$ cat config.mk
export PLATFORM = sky130hd
export DESIGN_NAME = fetch_prefetch_queue
export DESIGN_NICKNAME = d
export VERILOG_FILES = /design/src/rtl/fetch_prefetch_queue.sv
export SDC_FILE = /design/constraint.sdc
export NUM_CORES = 1
export LEC_CHECK = 0
export ABC_AREA = 1
export BUFFER_PORTS_ARGS = -buffer_cell sky130_fd_sc_hd__buf_2
export CORE_MARGIN = 2
export CORE_UTILIZATION = 58
export DETAILED_ROUTE_END_ITERATION = 10
export MAX_ROUTING_LAYER = met4
export PLACE_DENSITY = 0.8
export SLEW_MARGIN = 20
export SYNTH_ARGS = -nofsm -noshare
export SYNTH_HDL_FRONTEND = slang
export SYNTH_SLANG_ARGS = --single-unit
$ cat constraint.sdc
create_clock -name clk -period 5.65 [get_ports clk]
set_clock_uncertainty 0.05 [all_clocks]
set_input_delay 1.13 -clock clk [delete_from_list [all_inputs] [get_ports clk]]
set_output_delay 1.13 -clock clk [all_outputs]
set_load 0.05 [all_outputs]
$ cat src/rtl/fetch_prefetch_queue.sv
// rtl/fetch_prefetch_queue.sv - instruction fetch stage with a prefetch FIFO and redirect flush
module fetch_prefetch_queue #(
    parameter int          DEPTH    = 4,
    parameter logic [31:0] RESET_PC = 32'h0000_0000,
    parameter logic [31:0] NOP      = 32'h0000_0013
) (
    input  logic        clk,
    input  logic        rst,
    output logic        imem_req,
    output logic [31:0] imem_addr,
    input  logic [31:0] imem_rdata,
    input  logic        redirect,
    input  logic [31:0] redirect_pc,
    output logic        instr_valid,
    output logic [31:0] instr_code,
    output logic [31:0] instr_pc,
    input  logic        instr_ready
);

    localparam int AW = $clog2(DEPTH);
    localparam int CW = AW + 1;
    localparam logic [CW-1:0] DEPTH_C = CW'(DEPTH);

    logic [31:0]   fetch_pc;
    logic          inflight;
    logic [31:0]   inflight_pc;
    logic [AW-1:0] rd_ptr;
    logic [AW-1:0] wr_ptr;
    logic [CW-1:0] count;
    logic [31:0]   pc_mem   [DEPTH];
    logic [31:0]   code_mem [DEPTH];

    logic [CW-1:0] occupancy;
    logic          has_data;
    logic          push;
    logic          pop;

    // Credit counts the outstanding response so it always has a free slot; same-cycle pops are ignored.
    assign occupancy = count + CW'(inflight);
    assign imem_req  = !rst && !redirect && (occupancy < DEPTH_C);
    assign imem_addr = fetch_pc;

    assign has_data = (count != '0);
    assign push     = inflight && !redirect;
    assign pop      = has_data && instr_ready && !redirect;

    // Head is read show-ahead; outputs are forced idle while reset is held.
    assign instr_valid = !rst && has_data;
    assign instr_code  = instr_valid ? code_mem[rd_ptr] : NOP;
    assign instr_pc    = instr_valid ? pc_mem[rd_ptr]   : 32'h0;

    // Program counter, in-flight tracking, FIFO pointers and occupancy.
    always_ff @(posedge clk) begin
        if (rst) begin
            fetch_pc    <= RESET_PC;
            inflight    <= 1'b0;
            inflight_pc <= 32'h0;
            rd_ptr      <= '0;
            wr_ptr      <= '0;
            count       <= '0;
        end else if (redirect) begin
            fetch_pc <= redirect_pc & 32'hFFFF_FFFC;
            inflight <= 1'b0;
            rd_ptr   <= '0;
            wr_ptr   <= '0;
            count    <= '0;
        end else begin
            if (imem_req) begin
                fetch_pc    <= fetch_pc + 32'd4;
                inflight    <= 1'b1;
                inflight_pc <= fetch_pc;
            end else begin
                inflight <= 1'b0;
            end
            if (push) begin
                wr_ptr <= wr_ptr + 1'b1;
            end
            if (pop) begin
                rd_ptr <= rd_ptr + 1'b1;
            end
            case ({push, pop})
                2'b10:   count <= count + 1'b1;
                2'b01:   count <= count - 1'b1;
                default: count <= count;
            endcase
        end
    end

    // FIFO storage: capture the returning word together with the PC it was fetched from.
    always_ff @(posedge clk) begin
        if (push && !rst) begin
            pc_mem[wr_ptr]   <= inflight_pc;
            code_mem[wr_ptr] <= imem_rdata;
        end
    end

endmodule
# Word-level counts from Yosys, hierarchy flattened
# Memory sizes are Yosys's and may differ from the RTL's. A register that Yosys moved wholly into a read port is not among the register bits.
# Index checks and enable logic that the tools add are counted.
dict set report totals {
  register_bits 72
  mem_bits_rw 256
  in_bits 68
  n_memories 2
}
dict set report op_classes {
  addsub 6
  n_lt_le_gt_ge 1
  eq_ne 2
  n_mux 12
  n_bitwise 1
  n_reduce_logical 14
}
# memory words word_bits rd rd_ports_with_merged_regs write_ports line_no
set mem_list {}
lappend mem_list {code_mem 4 32 1 1 1 31} ;# logic [31:0] code_mem [DEPTH];
lappend mem_list {pc_mem 4 32 1 1 1 30} ;# logic [31:0] pc_mem [DEPTH];
# operator n
set op_table {}
lappend op_table {{$mux W32} 4}
lappend op_table {{$add A32 B3 Y32 const B} 1}
lappend op_table {{$mux W2} 4}
lappend op_table {{$logic_and A1 B1 Y1} 7}
lappend op_table {{$pmux W3 S2} 1}
lappend op_table {{$add A2 B1 Y2 const B} 2}
lappend op_table {{$reduce_bool A2 Y1} 2}
lappend op_table {{$add A3 B1 Y3} 1}
lappend op_table {{$add A3 B1 Y3 const B} 1}
lappend op_table {{$lt A3 B3 Y1 const B} 1}
lappend op_table {{$mux W1} 3}
lappend op_table {{$reduce_bool A3 Y1} 1}
lappend op_table {{$sub A3 B1 Y3 const B} 1}
lappend op_table {{$eq A2 B1 Y1 const B} 1}
lappend op_table {{$eq A2 B2 Y1 const B} 1}
lappend op_table {{$logic_not A1 Y1} 2}
lappend op_table {{$reduce_and A2 Y1} 1}
lappend op_table {{$reduce_or A2 Y1} 1}
lappend op_table {{$not A1 Y1} 1}

# Depth between registers and ports, before layout
# Gate-level depths: netlist (run 1).
dict set report logic_depth {
  ltp_word 5
  depth_mapped 12
}

# Least setup slack after synthesis (run 1)
# OpenSTA, ideal clock, no wires.
dict set report synth_path {
  path_type {input -> register}
  startpoint {input port redirect}
  endpoint {memory code_mem[0][0] (enable)}
  t_arrival_ps 4142
  required_ps 5118
  slack_ps 976
  cell_stages 4
  cell_sequence {buf_4 -> nor2_8 -> nand2_1 -> nor2_1}
}
dict set report synth_via {
  elab_chain_cells 5
}
# item line_no
set synth_lines {}
lappend synth_lines {{from (decl)} 12} ;# input logic redirect,
lappend synth_lines {{$logic_not A1 Y1} 44} ;# assign push = inflight && !redirect;
lappend synth_lines {{$logic_and A1 B1 Y1} 44}
lappend synth_lines {{$logic_and A1 B1 Y1} 91} ;# if (push && !rst) begin
lappend synth_lines {{$mux W1} 91}
lappend synth_lines {{$mux W1 (not written as such)} 93} ;# code_mem[wr_ptr] <= imem_rdata;
lappend synth_lines {{to (decl)} 31}
# No other way between the ends.

# Final worst setup path (run 1)
dict set report layout_path {
  startpoint {input port rst}
  endpoint {output port instr_pc[24]}
}
dict set report layout_via {
  elab_chain_cells 3
}
# item line_no
set layout_lines {}
lappend layout_lines {{from (decl)} 8} ;# input logic rst,
lappend layout_lines {{$logic_not A1 Y1} 48} ;# assign instr_valid = !rst && has_data;
lappend layout_lines {{$logic_and A1 B1 Y1} 48}
lappend layout_lines {{$mux W32} 50} ;# assign instr_pc = instr_valid ? pc_mem[rd_ptr] : 32'h0;
lappend layout_lines {{to (decl)} 16} ;# output logic [31:0] instr_pc,
# No other way between the ends.

==> metrics.md, run 1 <==
| Metric | Value |
|---|---|
| Post-cts sizing count | `0` |
| Reg2Reg Depth | `3` |
| Synth Instances | `~1300` |
| Most common cell after layout, fill and taps aside | `nor2_1` |
| Worst slew pin tran | `0.960 ns` |
| Initial core utilization | `around 59%` |
| Cell area after layout | `15300 µm²` |
| Die height | `about 160 µm` |
| Status | `completed` |
| Sequential Power Share | `54.3%` |
| Clock tree buffer depth | `3` |
| Drt total wl | `29000 µm` |
| DR DRC count | `0` |
| Share of cells above drive strength 1 | `17.4%` |
| NetSw | `1.06 mW` |
| Fin crit share | `78.8%` |
| H-tree levels | `1` |
| Detail Route Antenna Nets | `0` |
| CP peak stage delay | `0.69 ns` |
| Max Fanout on Critical Path | `42` |
| Clock latency on the worst-skew pair | `between 0.5 and 0.6 ns` |
| Max Used Layer | `met4` |
| Setup TNS Final | `0 ns` |
| Initial drt markers | `around 870` |
| Metal3 WL | `2110 µm` |
| Sequential cell area fraction in the yosys report | `66.2%` |
| Predominant post-synthesis flop cell | `edfxtp_1` |
| Peak VDD IR | `0.220 mV` |
| Ant diodes | `0` |
| M1 WL | `around 12000 µm` |
| Grt ovf | `0` |
| Critical Path AT | `3.27 ns` |
| DIE AREA | `24300 µm²` |
| Cell Rows | `55` |
| Port-buffer cells | `159` |
| 1st-pass router iterations | `7` |
| Die Span X | `156 µm` |
| Synth-to-Final Area Change | `14.2%` |
| FILL cells | `between 1500 and 2000` |
| Int Power | `3.71 mW` |
| Root Buffer | `clkbuf_16` |
| Gr usage total | `roughly 24%` |
| Post-detailed-route wirelength per cell | `16.7 µm` |
| Initial antenna violation count | `0` |
| Finish-stage setup viols | `0` |
| Register bit total from synthesis | `around 320` |
| TritonCTS clock tree | `built` |
| Post-synth cell types | `40` |
| First-pass GRT wire length | `45800 µm` |
| Placed Area | `14300 µm²` |
| Final hold vios | `0` |
| RSZ-0062 raised after global routing | `no` |
| F_max | `225 MHz` |
| Max cap viols | `0` |
| Worst-path clk slew | `0.06 ns` |
| Critical path type | `in -> out` |
| Worst rel slew slack | `35.8%` |
| Critical path endpoint category | `output pin` |
| Ports | `166` |
| Nets | `1509` |
| Post-route minimum period | `4.45 ns` |
| Vias in the first global route | `9042` |
| Crit-path most repeated cell | `buf_2` |
| Sw frac | `22.2%` |
| Gpl congestion | `0.899` |
| Yosys Warn Count | `0` |
| DR WL met2 | `13800 µm` |
| Number of synthesized flops with an enable pin | `248` |
| Largest net degree at the start of global routing | `70` |
| Most frequent cells in the layout | `nor2_1, edfxtp_1, nand2_1` |
| CTS Buf Count | `31` |
| Leakage Power | `5.82 nW` |
| DPL Wire Length | `17300 µm` |
| Core ar. | `22600 µm²` |
| FFs w/ async S/R, synth | `0%` |
| Crit start category | `input pin` |
| Comb pwr share | `5.5%` |
| Hold Crit Class | `reg -> reg` |
| Worst path cell trace | `buf_2 > nor2_2 > inv_2 > buf_12 > a21oi_1 > buf_2` |
| Hold slack | `0.444 ns` |
| Hold path cells | `2` |
| Syn Area/Cell | `10.3 µm²` |
| Clock share of power | `40.2%` |
| Vias | `9582` |
| Slowest CP cell | `buf_2` |
| Fin. max-slew vios | `0` |
| Hold_buf cts | `0` |
| Vias per inst | `5.50` |
| Worst EP required | `4.47 ns` |
| Sink Count | `~320` |
| Postcts setup bufs | `0` |
| PwrDens | `312 nW/µm²` |
| Netlist Area Pre-Place | `13400 µm²` |
[cell families after synthesis]
family / synth area share, %
simple gates: 16.9
buf+inv: 4.81
compound gates: 10.8
flops: 66.2
fa+ha+maj: 0.712
other cells: 0.0281
xor+xnor: 0.459
[metrics by stage]
step	std cells	utilization (%)	power [mW]	worst slack [ns]
CTS	1743	67.4	4.79	1.18
detailed placement	1686	63.2	2.90	1.19
floorplan	1305	-	2.82	0.976
finish	1743	67.4	4.77	1.20
global placement	1686	63.2	2.89	1.21
global route	1743	67.4	4.92	1.10
[power by group through the flow]
| stage | Sequential, mW | Clock [mW] | Combinational [mW] |
|---|---|---|---|
| 6_report | 2.59 | 1.91 | 0.263 |
| 5_1_grt | 2.59 | 2.04 | 0.285 |
| 4_1_cts | 2.59 | 1.94 | 0.263 |
| 3_5_place_dp | 2.64 | 0 | 0.261 |
| 3_3_place_gp | 2.64 | 0 | 0.256 |
| 2_1_floorplan | 2.67 | 0 | 0.143 |
[metal layers]
layer / up-vias / GRT usage (%)
li1: 4683 / -
met1: 4492 / 32.2
met2: 355 / 40.3
met3: 52 / 3.33
met4: 0 / 7.12
met5: - / -
[Yosys cell counts, types with 3 or more instances]
cell type	count	area, µm²
a21oi_1	115	576
buf_2	26	130
buf_4	10	75.1
buf_6	3	33.8
clkbuf_1	32	120
dfxtp_1	70	1400
edfxtp_1	248	7450
ha_1	6	75.1
inv_1	64	240
inv_2	6	22.5
nand2_1	170	638
nand2_2	4	25.0
nand2_4	3	33.8
nand3_1	49	245
nor2_1	294	1100
nor2_2	9	56.3
nor2_4	6	67.6
o21ai_0	150	751
o21bai_1	4	30.0
o311ai_0	3	26.3
xnor2_1	4	35.0
xor2_1	3	26.3
[path summary, 6_finish.rpt]
check	start	endpoint	slack (ns)
min reg2reg	rd_ptr[1]	flop	0.44
max reg2reg	inflight	code_mem[1][12]	3.43
max	rst	instr_pc[24]	1.20
min	rd_ptr[1]	flop	0.44
[sequential cells by signal (all words and copies together), names as in the netlist, named ones only]
signal,count
imem_addr,30
inflight,1
code_mem,128
inflight_pc,30
count,3
pc_mem,120
wr_ptr,2
rd_ptr,2
[worst max-delay path: cells and delay by family]
family,cells,cell delay [ns]
compound gates,1,0.11
buf+inv,4,1.69
simple gates,1,0.28
[final cells by class]
| cell class | count | area (µm²) | area share, % |
|---|---|---|---|
| Sequential cell | 318 | 8850 | 58.0 |
| Multi-Input combinational cell | 843 | 3910 | 25.6 |
| Timing Repair Buffer | 170 | 928 | 6.08 |
| Clock buffer | 34 | 787 | 5.16 |
| Tap cell | 285 | 357 | 2.34 |
| Inverter | 70 | 263 | 1.72 |
| Clock inverter | 23 | 164 | 1.07 |
Power figures use the tool's default switching activity.
==> inputs of run 2 (changes only) <==
ABC_AREA = 0   (was 1)
CORE_UTILIZATION = 57   (was 58)
PLACE_DENSITY = 0.79   (was 0.8)
clock period = 4.5 ns   (was 5.65 ns; I/O delays follow)
==> run 2 against run 1 <==
Compared with the run above:
- first-iteration DRC count is 35% lower
- sequential power is 25% higher
- non-clock buffer count stayed put
- register-to-register slack worse by 1.4 ns
- combinational power hardly changed
- largest cell class unchanged
- utilization is 0.73 points higher
- synthesized cell count is 39% lower
==> metrics.md, run 2 <==
| Metric | Value |
|---|---|
| Worst-path clk slew | `0.06 ns (about the same)` |
| Detail Route Antenna Nets | `0 (unchanged)` |
| Clock share of power | `44.9% (+4.7 points)` |
| 1st-pass router iterations | `5 (-2)` |
| H-tree levels | `2 (+1)` |
| Synth-to-Final Area Change | `18.1%` |
| Predominant post-synthesis flop cell | `edfxtp_1` |
| Share of cells above drive strength 1 | `30.4% (+13 points)` |
| Hold_buf cts | `0 (unchanged)` |
| Postcts setup bufs | `0 (unchanged)` |
| Initial core utilization | `57.7% (-1.3 points)` |
| Number of flip-flops in the largest register | `128 (unchanged)` |
| Post-cts sizing count | `0 (unchanged)` |
| Regs by FF count | `code_mem: 128 flops, pc_mem: 120 flops` |
| TritonCTS clock tree | `built` |
| Most common cell after layout, fill and taps aside | `edfxtp_1` |
| Die Span X | `152 µm (-2.3%)` |
| Most frequent cell after synthesis | `edfxtp_1` |
| PwrDens | `430 nW/µm² (+38%)` |
| Die height | `152 µm (-2.3%)` |
| Worst path cell trace | `buf_4 > mux4_2 > and2_1 > buf_2` |
| Register bit total from synthesis | `318 (unchanged)` |
| Cell Rows | `54 (-1.8%)` |
| Syn Area/Cell | `15.8 µm² (+54%)` |
| Setup TNS Final | `0 ns (unchanged)` |
| Sink Count | `318 (unchanged)` |
| Root Buffer | `clkbuf_16` |
| Sequential Power Share | `51.0% (-3.3 points)` |
| Most flops, register | `code_mem` |
| Sw frac | `20.8% (-1.4 points)` |
| F_max | `282 MHz` |
| Post-synth cell types | `42 (+5.0%)` |
| Worst R2R End | `count[2]` |
| Grt ovf | `0 (unchanged)` |
| Core ar. | `21700 µm² (-4.2%)` |
| Hold path cells | `2 (unchanged)` |
| Worst rel slew slack | `31.4% (-4.4 points)` |
| Synth top area share | `59.5% (+3.8 points)` |
| Netlist Area Pre-Place | `12500 µm² (-6.4%)` |
| Number of synthesized flops with an enable pin | `248 (unchanged)` |
| Drt total wl | `25600 µm (-12%)` |
| Hold Path Sink | `inflight_pc[15]` |
| Crit start category | `flop` |
| Worst slew pin tran | `1.03 ns (+0.0685 ns)` |
| Int Power | `5.03 mW (+36%)` |
| Critical path endpoint category | `output pin` |
| Area leader, netlist | `edfxtp_1` |
| Status | `completed` |
| R2r startpoint | `count[2]` |
| Synth Instances | `790 (-39%)` |
| Max cap viols | `0 (unchanged)` |
| Port-buffer cells | `159 (unchanged)` |
| DR DRC count | `0 (unchanged)` |
| Total power | `6.35 mW (+33%)` |
| NetSw | `1.32 mW (+25%)` |
| CTS Buf Count | `34 (+9.7%)` |
| Largest net degree at the start of global routing | `64 (-8.6%)` |
| Slowest CP cell | `dfxtp_4` |
| Post-detailed-route wirelength per cell | `20.3 µm (+22%)` |
| Initial antenna violation count | `1 (+1)` |
| FFs w/ async S/R, synth | `0% (unchanged)` |
| Worst EP required | `3.55 ns (-0.92 ns)` |
| Top cells by instance count after synthesis | `edfxtp_1, nand2_1, dfxtp_1` |
| Yosys Warn Count | `0 (unchanged)` |
| Reg2Reg Depth | `9 (+6)` |
| R2R setup slack | `2.02 ns (-1.41 ns)` |
| Ports | `166 (unchanged)` |
| Max Fanout on Critical Path | `30 (-29%)` |
| Vias in the first global route | `7145 (-21%)` |
| Gpl congestion | `0.866 (-3.6%)` |
| Most frequent cells in the layout | `edfxtp_1, buf_2, nand2_1` |
| DPL Wire Length | `14900 µm (-14%)` |
| Post-route minimum period | `about 3.5 ns` |
| Peak VDD IR | `0.273 mV (+24%)` |
| Largest cells by area after synthesis | `edfxtp_1, dfxtp_1, mux4_2` |
| Clock latency on the worst-skew pair | `0.51 ns (-0.04 ns)` |
| CP peak stage delay | `0.73 ns (+0.04 ns)` |
| Final hold vios | `0 (unchanged)` |
| Finish-stage setup viols | `0 (unchanged)` |
| First-pass GRT wire length | `40200 µm (-12%)` |
| Comb pwr share | `4.2% (-1.3 points)` |
| Leakage Power | `5.35 nW (-8.1%)` |
| Fin. max-slew vios | `0 (unchanged)` |
| Critical Path AT | `2.59 ns (-0.68 ns)` |
| Sequential cell area fraction in the yosys report | `70.8% (+4.5 points)` |
| Nets | `1025 (-32%)` |
| Fin crit share | `78.8%` |
| Hold Path Origin | `inflight_pc[15]` |
| Initial drt markers | `568 (-35%)` |
| Vias per inst | `5.82 (+5.8%)` |
| Gr usage total | `22.9% (-1.6 points)` |
| Hold Crit Class | `reg -> reg` |
| Vias | `7324 (-24%)` |
| DIE AREA | `23100 µm² (-4.6%)` |
| Clock tree buffer depth | `3 (unchanged)` |
| Critical path type | `reg -> out` |
| RSZ-0062 raised after global routing | `no` |
[run 2: logic make-up after synthesis]
family	count (synthesis)	synth area share, %
adder cells (fa/ha/maj)	7	0.760
AND/OR/NAND/NOR	234	9.50
other	1	0.0300
AO/OA/AOI/OAI	78	3.75
multiplexers	64	11.3
buffers and inverters	62	2.04
XOR/XNOR	26	1.82
flip-flops	318	70.8
[run 2: worst max path at each step]
stage | end | slack [ns] | cells after the start
after detailed placement | instr_pc[7] | 1.30 | 5
after floorplan | instr_pc[22] | 1.12 | 4
final | instr_pc[21] | 0.96 | 4
after global routing | instr_pc[21] | 0.78 | 4
after CTS | instr_pc[21] | 0.86 | 4
after global placement | instr_pc[8] | 1.31 | 5
[run 2: layer usage]
layer	global-route usage, %	vias to the layer above	wire [µm]
li1	-	3317	-
met1	31.3	3684	10700
met2	36.0	282	12600
met3	4.48	41	1830
met4	5.74	0	400
met5	-	-	0
[run 2: worst max-delay path, delay by kind of cell, from the launching register on]
kind,cells,cell delay [ns]
buf+inv,2,0.61
simple gates,1,0.21
flops,1,0.73
mux,1,0.54
[run 2: layout make-up]
| type | count | area (µm²) |
|---|---|---|
| inverter | 13 | 48.8 |
| clock inverter | 15 | 121 |
| antenna | 3 | 7.51 |
| multi-input combinational | 413 | 3440 |
| clock buffer | 47 | 1060 |
| sequential | 318 | 8860 |
| timing repair buffer | 170 | 891 |
| tap | 280 | 350 |
| fill | 1481 | 6910 |
[run 2: power groups by stage]
| stage | Clock (mW) | Combinational (mW) | Sequential [mW] |
|---|---|---|---|
| 6_report | 2.85 | 0.265 | 3.24 |
| 5_1_grt | 3.01 | 0.284 | 3.24 |
| 4_1_cts | 2.89 | 0.266 | 3.24 |
| 3_5_place_dp | 0 | 0.265 | 3.30 |
| 3_3_place_gp | 0 | 0.260 | 3.30 |
| 2_1_floorplan | 0 | 0.114 | 3.35 |
[run 2: metrics by stage]
step / util, % / setup WS [ns] / hold slack [ns] / instance area, µm² / cells
final: 68.1 / 0.955 / 0.452 / 14800 / 1259
after global routing: 68.1 / 0.785 / 0.470 / 14800 / 1257
after CTS: 68.1 / 0.864 / 0.453 / 14800 / 1256
after detailed placement: 62.6 / 1.30 / 0.444 / 13600 / 1194
after global placement: 62.6 / 1.31 / 0.427 / 13600 / 1194
after floorplan: - / 1.12 / 0.410 / 12500 / 793
==> inputs of run 3 (changes only) <==
ABC_AREA = 1   (was 0)
CORE_UTILIZATION = 52   (was 57)
PLACE_DENSITY = 0.76   (was 0.79)
clock period = 2.93 ns   (was 4.5 ns; I/O delays follow)
==> run 3 against run 2 <==
Compared with the run above:
- global-route usage up 0.17 points
- wire length is 19% higher
- design area grew 7.9%
- hold slack lost 0.21 ns
- sequential cell count unchanged
- clock-buffer cell count is 2 lower
- first-iteration DRC count is 51% higher
- clock power rose by 55%
- sequential share of layout area down 4.4 points
- critical path depth is 2 higher
==> metrics.md, run 3 (same netlist as run 1, synthesis figures left out) <==
| Metric | Value |
|---|---|
| Fin. max-slew vios | `0 (unchanged)` |
| PwrDens | `623 nW/µm² (+45%)` |
| Status | `completed` |
| Critical path type | `reg -> out` |
| Port-buffer cells | `159 (unchanged)` |
| Drt total wl | `30400 µm (+19%)` |
| Initial antenna violation count | `0 (-1)` |
| Largest net degree at the start of global routing | `93 (+45%)` |
| Leakage Power | `6.05 nW (+13%)` |
| Final WS setup | `0.105 ns (-0.851 ns)` |
| CTS Buf Count | `34 (unchanged)` |
| Cell area after layout | `15900 µm² (+7.9%)` |
| Share of cells above drive strength 1 | `21.7% (-8.8 points)` |
| Vias | `9672 (+32%)` |
| Gpl congestion | `0.847 (-2.2%)` |
| Critical path endpoint category | `output pin` |
| Cell Rows | `58 (+7.4%)` |
| TritonCTS clock tree | `built` |
| Ports | `166 (unchanged)` |
| Root Buffer | `clkbuf_16` |
| Final hold vios | `0 (unchanged)` |
| Fin crit share | `96.4%` |
| Die Span X | `164 µm (+8.0%)` |
| F_max | `354 MHz` |
| Worst-path clk slew | `0.06 ns (about the same)` |
| Hold_buf cts | `0 (unchanged)` |
| Critical Path AT | `2.19 ns (-0.40 ns)` |
| Number of flip-flops in the largest register | `128 (unchanged)` |
| Vias in the first global route | `9071 (+27%)` |
| Core ar. | `25200 µm² (+16%)` |
| Max cap viols | `0 (unchanged)` |
| Vias per inst | `5.35 (-8.0%)` |
| Finish-stage setup viols | `0 (unchanged)` |
| Peak VDD IR | `0.350 mV (+28%)` |
| RSZ-0062 raised after global routing | `no` |
| DR DRC count | `0 (unchanged)` |
| Detail Route Antenna Nets | `0 (unchanged)` |
| Clock tree buffer depth | `3 (unchanged)` |
| Initial drt markers | `860 (+51%)` |
| First-pass GRT wire length | `46700 µm (+16%)` |
| Worst EP required | `2.29 ns (-1.26 ns)` |
| H-tree levels | `2 (unchanged)` |
| Post-detailed-route wirelength per cell | `16.8 µm (-17%)` |
| Die height | `164 µm (+8.0%)` |
| Most flops, register | `code_mem` |
| FILL cells | `1946 (+31%)` |
| Clock latency on the worst-skew pair | `0.51 ns (about the same)` |
| Synth-to-Final Area Change | `19.3%` |
| Crit start category | `flop` |
| DIE AREA | `27000 µm² (+17%)` |
| Initial core utilization | `53.0% (-4.6 points)` |
| Grt ovf | `0 (unchanged)` |
| Max Fanout on Critical Path | `20 (-33%)` |
| Place WS | `0.415 ns (-0.889 ns)` |
| Most frequent cells in the layout | `nor2_1, edfxtp_1, nand2_1` |
| Hold Crit Class | `in -> reg` |
| 1st-pass router iterations | `6 (+1)` |
| Gr usage total | `23.0% (+0.17 points)` |
| DPL Wire Length | `18600 µm (+25%)` |
| Sink Count | `318 (unchanged)` |
| Nets | `1528 (+49%)` |
| Regs by FF count | `code_mem: 128 flops, pc_mem: 120 flops` |
| Most common cell after layout, fill and taps aside | `nor2_1` |
| Placed Area | `14800 µm² (+8.6%)` |
| Post-route minimum period | `2.83 ns` |
==> run 3: repair_timing <==
item,in CTS,in global routing
endpoints found under the setup margin,3,22
buffers inserted,0,1
endpoints found under the hold margin,0,0
cloned,0,0
resized for setup,1,2
==> run 3: metrics by stage <==
stage          std cells  total power, mW  util, %  hold slack (ns)  setup TNS (ns)
3_5_place_dp        1746             5.61     58.6            0.401               0
3_3_place_gp        1746             5.60     58.6            0.396               0
6_report            1808             9.93     63.3            0.240               0
4_1_cts             1806             9.98     63.2            0.220               0
5_1_grt             1807             10.2     63.3            0.223               0
2_1_floorplan       1305             5.44        -            0.386           -2.73
==> run 3: worst max-delay path: stages, from the launching register on <==
cell and delay, ns:
dfxtp_1 0.34, nor3_1 0.32, nor2_2 0.08, inv_2 0.28, buf_6 0.32, a21oi_1 0.10, buf_2 0.22
==> run 3: per-layer routing <==
layer	share of wire [%]	track usage, %	vias to the layer above
met3	8.2	4.07	46
met1	41	29.5	4500
met4	1.9	6.06	0
met5	0	-	-
li1	-	-	4721
met2	49	38.1	405
==> run 3: final timing paths <==
kind | from | end | slack (ns) | depth (start not counted)
setup reg to reg | count[1] | count[2] | 0.92 | 9
setup / recovery | count[2] | instr_code[2] | 0.10 | 6
hold reg to reg | rd_ptr[1] | flop | 0.41 | 2
hold / removal | imem_rdata[15] | code_mem[2][15] | 0.24 | 1
==> run 3: cell type report <==
cell class / instances / area (µm²) / area share (%)
clock inverter: 15 / 180 / 1.13
timing repair buffer: 186 / 1180 / 7.41
clock buffer: 45 / 986 / 6.19
antenna: 1 / 2.50 / 0.0157
sequential: 318 / 8850 / 55.6
inverter: 70 / 265 / 1.66
tap: 330 / 413 / 2.59
multi-input combinational: 843 / 4060 / 25.5
==> run 3: report_power, final <==
part / leakage (nW) / total (mW) / switching, mW / internal (mW)
clock network: 0.581 / 4.41 / 1.68 / 2.72
registers: 2.94 / 4.99 / 0.0784 / 4.92
logic: 2.53 / 0.531 / 0.385 / 0.146
